File: src/rtl/spi_write_controller.sv
// rtl/spi_write_controller.sv - SPI mode-0 initiator sending one 16-bit register-write frame per request
//
// Serialises {req_write, req_addr, req_data} MSB first onto ncs/sclk/copi.
// Ports:
//   clk, rst_n            system clock, asynchronous active-low reset
//   req_valid/req_ready   request handshake; fields latched on the accept edge
//   req_write             frame bit 15
//   req_addr[6:0]         frame bits 14:8
//   req_data[7:0]         frame bits 7:0
//   busy                  high from the accept cycle until req_ready reasserts
//   done                  one-cycle pulse when ncs rises at frame end
//   ncs, sclk, copi       SPI bus; sclk idles low, copi changes on sclk falls

module spi_write_controller #(
    parameter int CLK_DIV    = 4,
    parameter int GAP_CYCLES = 4
) (
    input  logic       clk,
    input  logic       rst_n,
    input  logic       req_valid,
    output logic       req_ready,
    input  logic       req_write,
    input  logic [6:0] req_addr,
    input  logic [7:0] req_data,
    output logic       busy,
    output logic       done,
    output logic       ncs,
    output logic       sclk,
    output logic       copi
);

    localparam int MAX_CNT = (CLK_DIV > GAP_CYCLES) ? CLK_DIV : GAP_CYCLES;
    localparam int CW      = $clog2(MAX_CNT + 1);
    localparam logic [CW-1:0] DIV_LAST = CW'(CLK_DIV - 1);
    localparam logic [CW-1:0] GAP_LAST = CW'(GAP_CYCLES - 1);

    typedef enum logic [2:0] {
        IDLE,
        SETUP,
        SHIFT,
        HOLD,
        GAP
    } state_t;

    state_t        state, state_nxt;
    logic [CW-1:0] cnt, cnt_nxt;
    logic [4:0]    edge_cnt, edge_cnt_nxt;
    // Bit 15 goes straight to copi at accept, so only bits 14:0 are kept.
    logic [14:0]   shreg, shreg_nxt;
    logic          ncs_nxt, sclk_nxt, copi_nxt, ready_nxt, busy_nxt, done_nxt;
    logic          div_last;

    always_ff @(posedge clk or negedge rst_n) begin
        if (!rst_n) begin
            state     <= IDLE;
            cnt       <= '0;
            edge_cnt  <= '0;
            shreg     <= '0;
            ncs       <= 1'b1;
            sclk      <= 1'b0;
            copi      <= 1'b0;
            req_ready <= 1'b1;
            busy      <= 1'b0;
            done      <= 1'b0;
        end else begin
            state     <= state_nxt;
            cnt       <= cnt_nxt;
            edge_cnt  <= edge_cnt_nxt;
            shreg     <= shreg_nxt;
            ncs       <= ncs_nxt;
            sclk      <= sclk_nxt;
            copi      <= copi_nxt;
            req_ready <= ready_nxt;
            busy      <= busy_nxt;
            done      <= done_nxt;
        end
    end

    assign div_last = (cnt == DIV_LAST);

    always_comb begin
        state_nxt    = state;
        cnt_nxt      = cnt;
        edge_cnt_nxt = edge_cnt;
        shreg_nxt    = shreg;
        ncs_nxt      = ncs;
        sclk_nxt     = sclk;
        copi_nxt     = copi;
        ready_nxt    = req_ready;
        busy_nxt     = busy;
        done_nxt     = 1'b0;

        case (state)
            IDLE: begin
                if (req_valid && req_ready) begin
                    shreg_nxt    = {req_addr, req_data};
                    copi_nxt     = req_write;
                    ncs_nxt      = 1'b0;
                    ready_nxt    = 1'b0;
                    busy_nxt     = 1'b1;
                    cnt_nxt      = '0;
                    edge_cnt_nxt = '0;
                    state_nxt    = SETUP;
                end
            end

            SETUP: begin
                if (div_last) begin
                    cnt_nxt      = '0;
                    sclk_nxt     = 1'b1;
                    edge_cnt_nxt = edge_cnt + 5'd1;
                    state_nxt    = SHIFT;
                end else begin
                    cnt_nxt = cnt + CW'(1);
                end
            end

            SHIFT: begin
                if (div_last) begin
                    cnt_nxt = '0;
                    if (sclk) begin
                        sclk_nxt = 1'b0;
                        // edge_cnt counts rises; 16 means this fall ends the frame.
                        if (edge_cnt == 5'd16) begin
                            copi_nxt  = 1'b0;
                            state_nxt = HOLD;
                        end else begin
                            copi_nxt  = shreg[14];
                            shreg_nxt = {shreg[13:0], 1'b0};
                        end
                    end else begin
                        sclk_nxt     = 1'b1;
                        edge_cnt_nxt = edge_cnt + 5'd1;
                    end
                end else begin
                    cnt_nxt = cnt + CW'(1);
                end
            end

            HOLD: begin
                if (div_last) begin
                    cnt_nxt   = '0;
                    ncs_nxt   = 1'b1;
                    done_nxt  = 1'b1;
                    state_nxt = GAP;
                end else begin
                    cnt_nxt = cnt + CW'(1);
                end
            end

            GAP: begin
                if (cnt == GAP_LAST) begin
                    cnt_nxt   = '0;
                    ready_nxt = 1'b1;
                    busy_nxt  = 1'b0;
                    state_nxt = IDLE;
                end else begin
                    cnt_nxt = cnt + CW'(1);
                end
            end

            default: begin
                state_nxt = IDLE;
            end
        endcase
    end

endmodule

File: config.mk
export PLATFORM = sky130hd
export DESIGN_NAME = spi_write_controller
export DESIGN_NICKNAME = d
export VERILOG_FILES = /design/src/rtl/spi_write_controller.sv
export SDC_FILE = /design/constraint.sdc
export NUM_CORES = 1
export LEC_CHECK = 0
export CAP_MARGIN = 20
export CORE_ASPECT_RATIO = 0.5
export CORE_MARGIN = 2
export CORE_UTILIZATION = 60
export CTS_BUF_LIST = sky130_fd_sc_hd__clkbuf_4 sky130_fd_sc_hd__clkbuf_8
export DETAILED_ROUTE_END_ITERATION = 10
export HOLD_SLACK_MARGIN = 0.02
export PLACE_DENSITY = 0.87
export RECOVER_POWER = 25
export SLEW_MARGIN = 5
export SYNTH_ARGS = -nofsm -noshare
export SYNTH_HDL_FRONTEND = slang
export SYNTH_SLANG_ARGS = --single-unit
File: constraint.sdc
create_clock -name clk -period 4.9 [get_ports clk]
set_input_delay 0.98 -clock clk [delete_from_list [all_inputs] [get_ports clk]]
set_output_delay 0.98 -clock clk [all_outputs]
set_load 0.02 [all_outputs]
==> metrics.cfg, run 1 <==
[outcome]
status=complete, but fails checks
violations=capacitance limit, slew limit

[floorplanning]
rows=13
num_io_pins=25
die_y_um=41.4
start_util_pct=63.8
dieArea_um2=3270
die_w_um=78.8
core_area_um2=2640

[pwr]
clockPowerShare_pct=42.8
pwr-share-seq_pct=52.2
power_w=0.000507
vdd_drop_max_uv=167
combPwrFrac_pct=5.0
internal_power_w=0.000407
swShare_pct=19.7
p_leak_nw=0.911
p_sw_w=0.0000998
power_density_nw_per_um2=249

[critical_path]
arrival_ns=2.76
cp.required_ns=4.96
critPathSlowestCell=clkbuf_1
endpoint_kind=asynchronous set/reset pin
worstRegToRegCells=6
critPathKind=primary input to asynchronous set/reset pin
start_kind=primary input
cpPeakStageDelay_ns=1.25
path_cells=dlygate4sd3_1 > clkbuf_1
critical_path_buf_inv_count=2
crit_family=buffers and inverters
cp_max_fo=32
cp.depth=2

[synthesis]
synth_top_area_share_pct=44.7
synth.distinct_cells=37
synth-main-ff-cell=dfrtp_1
syn_area_um2=1680
yosysWarnings=0
synth_edf_count=0
synth.yosys.seq_area_share_pct=47.8
syn_nets=169
yosysTopAreaCell=dfrtp_1
synth_area_leaders=dfrtp_1, mux2_2, mux2_1
synthCells=147
syn_avg_cell_area_um2=11.4
synthArstFlopShare_pct=100
yosys_register_bits=32

[timing]
period_needed_ns=2.70
slew-limit-headroom_pct=-15.9
timing.final.ws_setup_ns=2.20
finClkSkew_ns=0.00566
setup_violations=0
period_share_pct=55.1
hold_viol_final=0
tightest_slew_ns=1.74
setup_tns_ns=0
rsz0062_at_grt=no
maxSlewViolCount=33
fmax_mhz=371

[clock_tree]
postCtsSetupBuffers=0
numCtsBuffers=5
cts_sinks=32
clockBufferDepth=2
clkTransAtPathRegs_ns=0.06
cts_resized=0
htree_levels=2
cts_tree=yes
clock_tree.root_cell=clkbuf_8
clk_latency_ns=0.28
cts_hold_buf=0

[route]
drcViolationCount=0
vias_per_cell=5.67
drt_iter0_markers=98
ant_nets=0
wl_per_cell_um=14.7
drt-total-wl_um=3100
num_vias=1196
drt_pass1_iterations=4

[place]
dp_hpwl_um=2060
placed_area_um2=1940
place.gp.congestion=0.815
io_buffers=24
placed_cells=203
dp_slack_ns=2.07

[layout]
diodes=0
final_net_count=195
postLayoutCellArea_um2=2030
syn_to_final_growth_pct=21.1
fin_cells=211
drive_gt1_share_pct=19.0

[global_route]
antenna_found_initial=0
grt_max_degree=33
grt-ovfl-total=0
grt_pass1_vias=1187
grt_pass1_wl_um=5350
grt_use_total_pct=21.6

[hold_path]
hold_depth=1
hold_path_class=flop to flop

[flow_run]
max-cap-violations=1

power groups by stage:
stage / Sequential (W) / Combinational [W] / Clock, W
finish: 0.000264 / 0.0000254 / 0.000217
global route: 0.000264 / 0.0000281 / 0.000236
CTS: 0.000264 / 0.0000264 / 0.000222
detailed placement: 0.000269 / 0.0000263 / 0
global placement: 0.000269 / 0.0000261 / 0
floorplan: 0.000269 / 0.00000578 / 0
stage by stage:
step | hold slack, ns | utilization, %
global placement | 0.471 | 73.6
floorplan | 0.444 | -
finish | 0.486 | 77.2
global route | 0.518 | 77.2
detailed placement | 0.477 | 73.6
CTS | 0.488 | 77.4
routing by layer:
layer  track usage, %  part of all wire (%)
met5                0                     0
met4             9.31                   1.3
met3             6.74                   4.1
met2             34.7                    48
met1             27.4                    47
worst paths after layout:
check / slack, ns / from / to
worst min register to register: 0.49 / shreg[0] / shreg[0]
worst max register to register: 2.73 / edge_cnt[0] / shreg[11]
min in group asynchronous: 1.69 / rst_n / shreg[4]
max in group clk: 2.35 / req_valid / shreg[11]
worst min-delay path: 0.49 / shreg[0] / shreg[0]
worst max-delay path: 2.20 / rst_n / edge_cnt[4]
registers in the layout, indices dropped and copies added (netlist names):
register / cells
busy: 1
done: 1
cnt: 3
state: 3
copi: 1
shreg: 15
sclk: 1
edge_cnt: 5
req_ready: 1
ncs: 1
cell usage in the layout (no fill, tap or decap), types with 2 or more instances in the layout:
| master | instances |
|---|---|
| a21o_1 | 2 |
| dfrtp_1 | 30 |
| xnor2_1 | 2 |
| clkbuf_4 | 2 |
| nand3b_1 | 2 |
| dfstp_2 | 2 |
| clkbuf_8 | 6 |
| nor2b_1 | 4 |
| nand2_1 | 13 |
| clkdlybuf4s50_1 | 23 |
| mux2_2 | 19 |
| ha_1 | 3 |
| nor3_1 | 3 |
| a31oi_1 | 2 |
| nand3_1 | 2 |
| mux2_1 | 14 |
| nand2b_1 | 3 |
| o21ai_0 | 7 |
| a41oi_1 | 2 |
| inv_1 | 2 |
| nor2_1 | 9 |
| a211oi_1 | 2 |
| a21oi_1 | 4 |
logic make-up (layout without fill, tap and decap cells):
logic type	count (synthesis)	in the layout	synth area share, %
simple gates	42	42	13.3
compound gates	26	26	10.6
xor+xnor	3	3	1.56
buf+inv	8	35	2.46
mux	33	33	22.1
flops	32	32	47.8
fa+ha+maj	3	3	2.23
final cells by class:
cell class | count | area, µm²
Clock buffer | 8 | 97.6
Fill cell | 188 | 601
Inverter | 2 | 7.51
Multi-Input combinational cell | 107 | 836
Sequential cell | 32 | 803
Tap cell | 37 | 46.3
Timing Repair Buffer | 25 | 244
cells in the mapped netlist, types with 3 or more instances:
library cell  count
a21oi_1           4
buf_2             3
dfrtp_1          30
ha_1              3
mux2_1           14
mux2_2           19
nand2_1          13
nand2b_1          3
nor2_1            9
nor2b_1           4
nor3_1            3
o21ai_0           7
Note: power is estimated with default switching activity, not from simulation.
==> inputs of run 2 (changes only) <==
Settings changed: CORE_UTILIZATION 60 to 56, PLACE_DENSITY 0.87 to 0.82.
Clock period 4.9 ns to 2.7 ns, I/O delays scaled along.
==> run 2 against run 1 <==
The flow now finishes without violations. Flip-flop and latch count stayed put. Via count hardly changed. Power is 79% higher. Highest routed layer unchanged.
==> metrics.cfg, run 2 (synthesis results as in run 1) <==
[critical_path]
cp_max_fo=17  ; was 32
critPathKind=flop to flop  ; was primary input to asynchronous set/reset pin
endpoint_kind=flop  ; was asynchronous set/reset pin
critPathLaunch=state[1]  ; was rst_n
path_cells=nand2b_1 > nor2_4 > mux2_2 > mux2_1  ; was dlygate4sd3_1 > clkbuf_1
start_kind=flop  ; was primary input
arrival_ns=2.17  ; was 2.76 ns
cpPeakStageDelay_ns=0.59  ; was 1.25 ns
cp.required_ns=2.86  ; was 4.96 ns
critPathSlowestCell=dfrtp_1  ; was clkbuf_1
r2r-start=state[1]  ; was edge_cnt[0]

[layout]
drive_gt1_share_pct=20.5  ; was 19.0%
multi_input_area_um2=836  ; unchanged
fin_cells=213  ; was 211
fillers=198  ; was 188
syn_to_final_growth_pct=21.7  ; was 21.1%
final_cell_mix=dfrtp_1, clkdlybuf4s50_1, mux2_2  ; unchanged
regArea_um2=803  ; unchanged
post-route-util_pct=75.3  ; was 77.2%
diodes=0  ; unchanged
final_net_count=197  ; was 195
largest_register_ff_count=15  ; unchanged
top_regs=shreg x15, edge_cnt x5  ; unchanged
postLayoutCellArea_um2=2040  ; was 2030 µm²
regMostFlops=shreg  ; unchanged
mostFrequentLayoutCell=dfrtp_1  ; unchanged

[route]
drt_pass1_iterations=4  ; unchanged
dr_wl_met3_um=181  ; was 127 µm
vias_per_cell=5.61  ; was 5.67
wl_met1_um=1450  ; about the same
top_layer_used=met4  ; unchanged
dr_wl_met2_um=1450  ; was 1490 µm
drt_iter0_markers=82  ; was 98
num_vias=1195  ; was 1,196
drt-total-wl_um=3150  ; was 3100 µm
drcViolationCount=0  ; unchanged
ant_nets=0  ; unchanged
wl_per_cell_um=14.8  ; was 14.7 µm

[place]
dp_hpwl_um=2150  ; was 2060 µm
place.gp.congestion=0.828  ; was 0.815
io_buffers=24  ; unchanged
placed_cells=205  ; was 203
placed_area_um2=1960  ; was 1940 µm²

[global_route]
antenna_found_initial=0  ; unchanged
grt_pass1_wl_um=5360  ; was 5350 µm
grt_pass1_vias=1215  ; was 1,187
grt_use_total_pct=21.2  ; was 21.6%
grt-ovfl-total=0  ; unchanged
grt_max_degree=33  ; unchanged

[timing]
fmax_mhz=497
setup_violations=0  ; unchanged
period_needed_ns=2.01
finClkSkew_ns=0.00591  ; was 0.00566 ns
period_share_pct=74.5
slew-limit-headroom_pct=67.3  ; was -15.9%
maxSlewViolCount=0  ; was 33
setup_tns_ns=0  ; unchanged
hold_viol_final=0  ; unchanged
rsz0062_at_grt=no  ; unchanged
tightest_slew_ns=0.489  ; was 1.74 ns

[clock_tree]
htree_levels=2  ; unchanged
clk_latency_ns=0.29  ; was 0.28 ns
clockBufferDepth=2  ; unchanged
cts_hold_buf=0  ; unchanged
cts_tree=yes  ; unchanged
cts_sinks=32  ; unchanged
postCtsSetupBuffers=0  ; unchanged
clkTransAtPathRegs_ns=0.07  ; was 0.06 ns
cts_resized=0  ; unchanged
numCtsBuffers=5  ; unchanged
clock_tree.root_cell=clkbuf_8  ; unchanged

[hold_path]
hp-start=edge_cnt[4]  ; was shreg[0]
hold_path_class=flop to flop  ; unchanged

[floorplanning]
core_area_um2=2720  ; was 2640 µm²
die_y_um=42.7  ; was 41.4 µm
die_w_um=81.5  ; was 78.8 µm
start_util_pct=61.9  ; was 63.8%
num_io_pins=25  ; unchanged
dieArea_um2=3480  ; was 3270 µm²
rows=13  ; unchanged

[pwr]
vdd_drop_max_uv=261  ; was 167 µV
power_density_nw_per_um2=443  ; was 249 nW/µm²
p_leak_nw=0.921  ; was 0.911 nW
power_w=0.000905  ; was 0.000507 W

[flow_run]
max-cap-violations=0  ; was 1

[outcome]
status=complete, no violations  ; was complete, but fails checks

-- run 2: layer usage --
metal	track usage, %	vias up
met2	33.6	39
li1	-	579
met5	0	-
met1	25.9	569
met4	9.49	0
met3	7.87	8
-- run 2: stage by stage --
step | hold WS (ns) | setup WS [ns]
2_1_floorplan | 0.244 | 0.889
3_3_place_gp | 0.469 | 0.599
3_5_place_dp | 0.472 | 0.539
4_1_cts | 0.483 | 0.693
5_1_grt | 0.494 | 0.618
6_report | 0.482 | 0.690
-- run 2: path summary, 6_finish.rpt --
kind	end	slack, ns	depth (start not counted)
max	shreg[3]	0.69	4
min	edge_cnt[4]	0.48	1
max reg2reg	shreg[3]	0.69	4
min reg2reg	edge_cnt[4]	0.48	1
max in group asynchronous	ncs	1.64	2
min in group asynchronous	shreg[3]	0.73	2
-- run 2: cell type report --
cell class | count | share of cell area (%)
multi-input cells | 107 | 40.9
repair buffers | 27 | 12.9
inverters | 2 | 0.367
well taps | 37 | 2.26
flip-flops and latches | 32 | 39.3
clock buffers | 7 | 4.10
clock inverters | 1 | 0.245
-- run 2: worst max-delay path: cells and delay by family, from the launching register on --
family	cells	cell delay, ns
multiplexers	2	0.71
flip-flops	1	0.59
AND/OR/NAND/NOR	2	0.59
-- run 2: power by group --
part,internal [W],switching (W),total (W)
sequential,0.000480,0,0.000480
combinational,0.0000317,0.0000151,0.0000468
clock,0.000201,0.000178,0.000379
==> RTL change 1 (config.mk and constraints of run 2) <==
`CLK_DIV`: 4 -> 8.
--- a/src/rtl/spi_write_controller.sv
+++ b/src/rtl/spi_write_controller.sv
@@ -13,5 +13,5 @@
 
 module spi_write_controller #(
-    parameter int CLK_DIV    = 4,
+    parameter int CLK_DIV    = 8,
     parameter int GAP_CYCLES = 4
 ) (
Function: changed (Yosys sat finds a counterexample within 10 cycles, from zero or initial values and one cycle with rst_n low).
==> RTL change 1 against run 2 <==
  * Utilization fell by 4.1 points
  * Routed wire length increased by 3.6%
  * Area after synthesis increased by 10%
  * Worst setup slack got worse by 0.059 ns
  * Hold slack better by 0.025 ns
  * Final area grew 7.3%
  * Critical path depth grew 1
  * Sequential cell count increased by 1
  * First-iteration DRC count stayed put
  * Sequential share of layout area decreased by 1.5 points
Power is not compared: it rests on default switching activity, and its combinational part moved more than twofold at a synthesized area within 25%.
==> RTL change 1: results (changes against run 2) <==
| Metric | Value |
|---|---|
| Yosys cell types | 49 (+32%) |
| Post-Synth Adder-Cell Area | 2.564% (+0.33 points) |
| Fin nets | 200 (+1.5%) |
| Largest net degree at the start of global routing | 34 (+3.0%) |
| Dpl cells | 211 (+2.9%) |
| Hold path endpoint | req_ready |
| RD Place Congestion | 0.7385 (-11%) |
| Status | finished clean |
| GRT Total Usage | 19.49% (-1.7 points) |
| Share of cells above drive strength 1 | 31.28% (+11 points) |
| Synth Area in Compound Gates | 11.54% (+0.97 points) |
| Reg2Reg Setup Slack | 0.63 ns (-0.06 ns) |
| FILL cells | 223 (+13%) |
| Number of global-route vias before repair | 1,187 (-2.3%) |
| M1 GR Usage | 28.11% (+2.3 points) |
| Placement Setup Slack | 0.4939 ns (-0.04509 ns) |
| Synth Area in XOR/XNOR | 1.889% (+0.33 points) |
| Total Wirelength | 3.265 mm (+3.6%) |
| Worst hold start | req_ready |
| Top delay family on crit path | compound AO/OA/AOI/OAI gates |
| Met2 WL | 1.499 mm (+3.4%) |
| Worst-Margin Slew | 0.8283 ns (+0.3398 ns) |
| R2r worst-path depth | 5 (+1) |
| Post-synthesis mux area share | 21.32% (-0.79 points) |
| Routed via count | 1,254 (+4.9%) |
| DRT Pass-1 Iters | 5 (+1) |
| Worst Path Max Fanout | 15 (-2) |
| CP peak stage delay | 0.54 ns (-0.05 ns) |
| Post-synthesis sequential area ratio | 44.67% (-3.1 points) |
| Slowest CP cell | o21ai_4 |
| Highest routed layer | met3 |
| R2R Path Start | cnt[1] |
| DR WL met3 | 115 um (-36%) |
| Hold depth | 2 (+1) |
| Placed wire-length estimate | 2.283 mm (+6.4%) |
| Worst path arrival time | 2.23 ns (+0.06 ns) |
| Synth Area per Inst | 12.28 um^2 (+7.4%) |
| Wl on met1 | 1.649 mm (+14%) |
| Largest regs | shreg x15, edge_cnt x5, cnt x4 |
| First-pass GRT wire length | 5.782 mm (+7.9%) |
| Most frequent cells after synthesis | dfrtp_1 (31), mux2_2 (20), mux2_4 (10) |
| Met2 Resource Use GR | 31.09% (-2.5 points) |
| Syn_nets | 173 (+2.4%) |
| Met3 Use GR | 5.484% (-2.4 points) |
| Dominant cells by area after synthesis | dfrtp_1 (42%), mux2_2 (12%), mux2_4 (8.1%), dfstp_2 (2.8%), ha_1 (2.0%) |
-- RTL change 1: area by class of cell --
| class | instances | area (um^2) | share of cell area [%] |
|---|---|---|---|
| multi-input combinational | 104 | 933.4 | 42.56 |
| sequential | 33 | 828.3 | 37.76 |
| timing repair buffer | 28 | 267.8 | 12.21 |
| clock buffer | 8 | 91.34 | 4.164 |
| tap | 40 | 50.05 | 2.282 |
| inverter | 6 | 22.52 | 1.027 |
-- RTL change 1: worst max path at each step --
stage          slack, ns           to  depth (start not counted)       from
2_1_floorplan       0.93     shreg[0]                          7   state[0]
3_3_place_gp        0.52  edge_cnt[0]                          5  req_valid
3_5_place_dp        0.49  edge_cnt[0]                          5  req_valid
4_1_cts             0.63     shreg[3]                          5     cnt[1]
5_1_grt             0.49     shreg[3]                          5     cnt[1]
6_report            0.63     shreg[3]                          5     cnt[1]
-- RTL change 1: tightest hold or removal path: cells and delay by family, from the launching register on --
family           cells  cell delay, ns
flip-flops           1            0.40
AND/OR/NAND/NOR      2            0.10
==> RTL change 2 (settings of run 2) <==
Without the edit above. Reset style: synchronous (`rst_n`), changed in one clocked block. Comments in the files are not updated.
--- a/src/rtl/spi_write_controller.sv
+++ b/src/rtl/spi_write_controller.sv
@@ -51,5 +51,5 @@
     logic          div_last;
 
-    always_ff @(posedge clk or negedge rst_n) begin
+    always_ff @(posedge clk) begin
         if (!rst_n) begin
             state     <= IDLE;
Function: differs if rst_n is asserted again (counterexample within 4 cycles, from zero or initial values and one cycle with rst_n low); with rst_n held inactive, the same outputs for 10 cycles.
==> RTL change 2 against run 2 <==
  * Non-clock buffer count is 1 higher
  * Via count up 15%
  * Area after synthesis shrank 2.1%
  * Highest routed layer unchanged
  * Routed wire length increased by 11%
  * Worst setup slack improved by 0.056 ns
  * Critical path type unchanged
  * Final area shrank 2.6%
  * Clock skew hardly changed
  * Cell count up 11%
  * Sequential cell count is the same
Power is not compared: it rests on default switching activity, and its combinational part moved more than twofold at a synthesized area within 25%.
==> RTL change 2: results (changes against run 2) <==
| Metric | Value |
|---|---|
| Slew headroom | 60.47% (-6.8 points) |
| Hold path endpoint | shreg[0] |
| Drt initial violations | 106 (+29%) |
| Fin nets | 221 (+12%) |
| Status | finished clean |
| Total Wirelength | 3.483 mm (+11%) |
| Worst-Skew Late Latency | 0.29 ns (about the same) |
| Hold depth | 2 (+1) |
| FILL cells | 201 (+1.5%) |
| R2r worst-path depth | 6 (+2) |
| GRT Total Usage | 22.30% (+1.1 points) |
| Period utilisation layout | 72.39% (-2.1 points) |
| Top delay family on crit path | compound AO/OA/AOI/OAI gates |
| Dominant cells by area after synthesis | dfxtp_1 (39%), mux2i_1 (9.1%), o211a_1 (8.5%), nand3_1 (5.8%), nand2_1 (3.2%) |
| Worst hold start | shreg[0] |
| Placed wire-length estimate | 2.362 mm (+10%) |
| Fraction of registers with async set or reset after synthesis | 0% (-100 points) |
| CP peak stage delay | 0.48 ns (-0.11 ns) |
| Placement Setup Slack | 0.6293 ns (+0.09029 ns) |
| Number of global-route vias before repair | 1,281 (+5.4%) |
| Synth Area per Inst | 9.296 um^2 (-19%) |
| First-pass GRT wire length | 5.761 mm (+7.5%) |
| Post-DP Area | 0.001884 mm^2 (-3.6%) |
| Largest net degree at the start of global routing | 18 (-45%) |
| Antenna diodes | 0 (unchanged) |
| Worst path arrival time | 2.19 ns (+0.02 ns) |
| Routed via count | 1,380 (+15%) |
| R2r endpoint | shreg[13] |
| Post-Layout Cell Count | 237 (+11%) |
| IO buf count | 24 (unchanged) |
| Clock skew | 0.005546 ns (-0.0003668 ns) |
| Critical path type | reg2reg |
| Max clock buf depth | 2 (unchanged) |
| Most frequent cells after synthesis | dfxtp_1 (32), nand3_1 (19), mux2i_1 (15) |
| Slowest CP cell | o21ai_2 |
| Yosys cell types | 41 (+11%) |
| Worst Path Max Fanout | 15 (-2) |
| Syn_nets | 199 (+18%) |
| Sw frac | 24.08% |
| Share of cells above drive strength 1 | 10.00% (-10 points) |
| Worst setup startpoint | edge_cnt[0] |
| Post-synthesis sequential area ratio | 38.94% (-8.9 points) |
| Dpl cells | 229 (+12%) |
| Reg2Reg Setup Slack | 0.75 ns (+0.06 ns) |
RTL change 2: cell count changes in the layout (fill, tap and decap cells not counted), sizes merged, moves of 14 or more:
cell   delta
mux2     -33
dfxtp    +32
dfrtp    -30
nand3    +17
mux2i    +15
o211a    +14
RTL change 2: tightest hold or removal path, stage by stage, from the launching register on:
cell	delay, ns
dfxtp_1	0.31
nand2_1	0.06
o21ai_1	0.06
RTL change 2: layout make-up:
cell class                 count  area [um^2]  share of cell area (%)
multi-input combinational    127        908.4                   45.60
sequential                    32        640.6                   32.16
timing repair buffer          28        266.5                   13.38
clock buffer                   6        76.32                   3.832
tap                           37        46.29                   2.324
clock inverter                 2        35.03                   1.759
inverter                       5        18.77                  0.9422
RTL change 2: per-layer routing:
| metal | vias to the layer above | share of wire [%] | GRT usage, % |
|---|---|---|---|
| li1 | 696 | - | - |
| met1 | 646 | 49 | 29.50 |
| met2 | 36 | 45 | 34.17 |
| met3 | 2 | 5.5 | 7.759 |
| met4 | 0 | 0.49 | 7.119 |
| met5 | - | 0 | 0 |
RTL change 2: cells by family (layout without fill, tap and decap cells):
kind of cell,Yosys count,count (layout),synth area share [%]
adder cells (fa/ha/maj),3,3,2.282
buffers and inverters,18,41,5.856
XOR/XNOR,3,3,1.597
multiplexers,15,15,9.125
AO/OA/AOI/OAI,48,48,23.27
AND/OR/NAND/NOR,58,58,18.94
flip-flops,32,32,38.94
RTL change 2: power groups by stage:
stage	sequential [mW]	clock, mW	combinational, mW
floorplan	0.532	0	0.0918
global placement	0.531	0	0.140
detailed placement	0.532	0	0.143
CTS	0.522	0.473	0.145
global route	0.526	0.490	0.159
finish	0.523	0.468	0.144
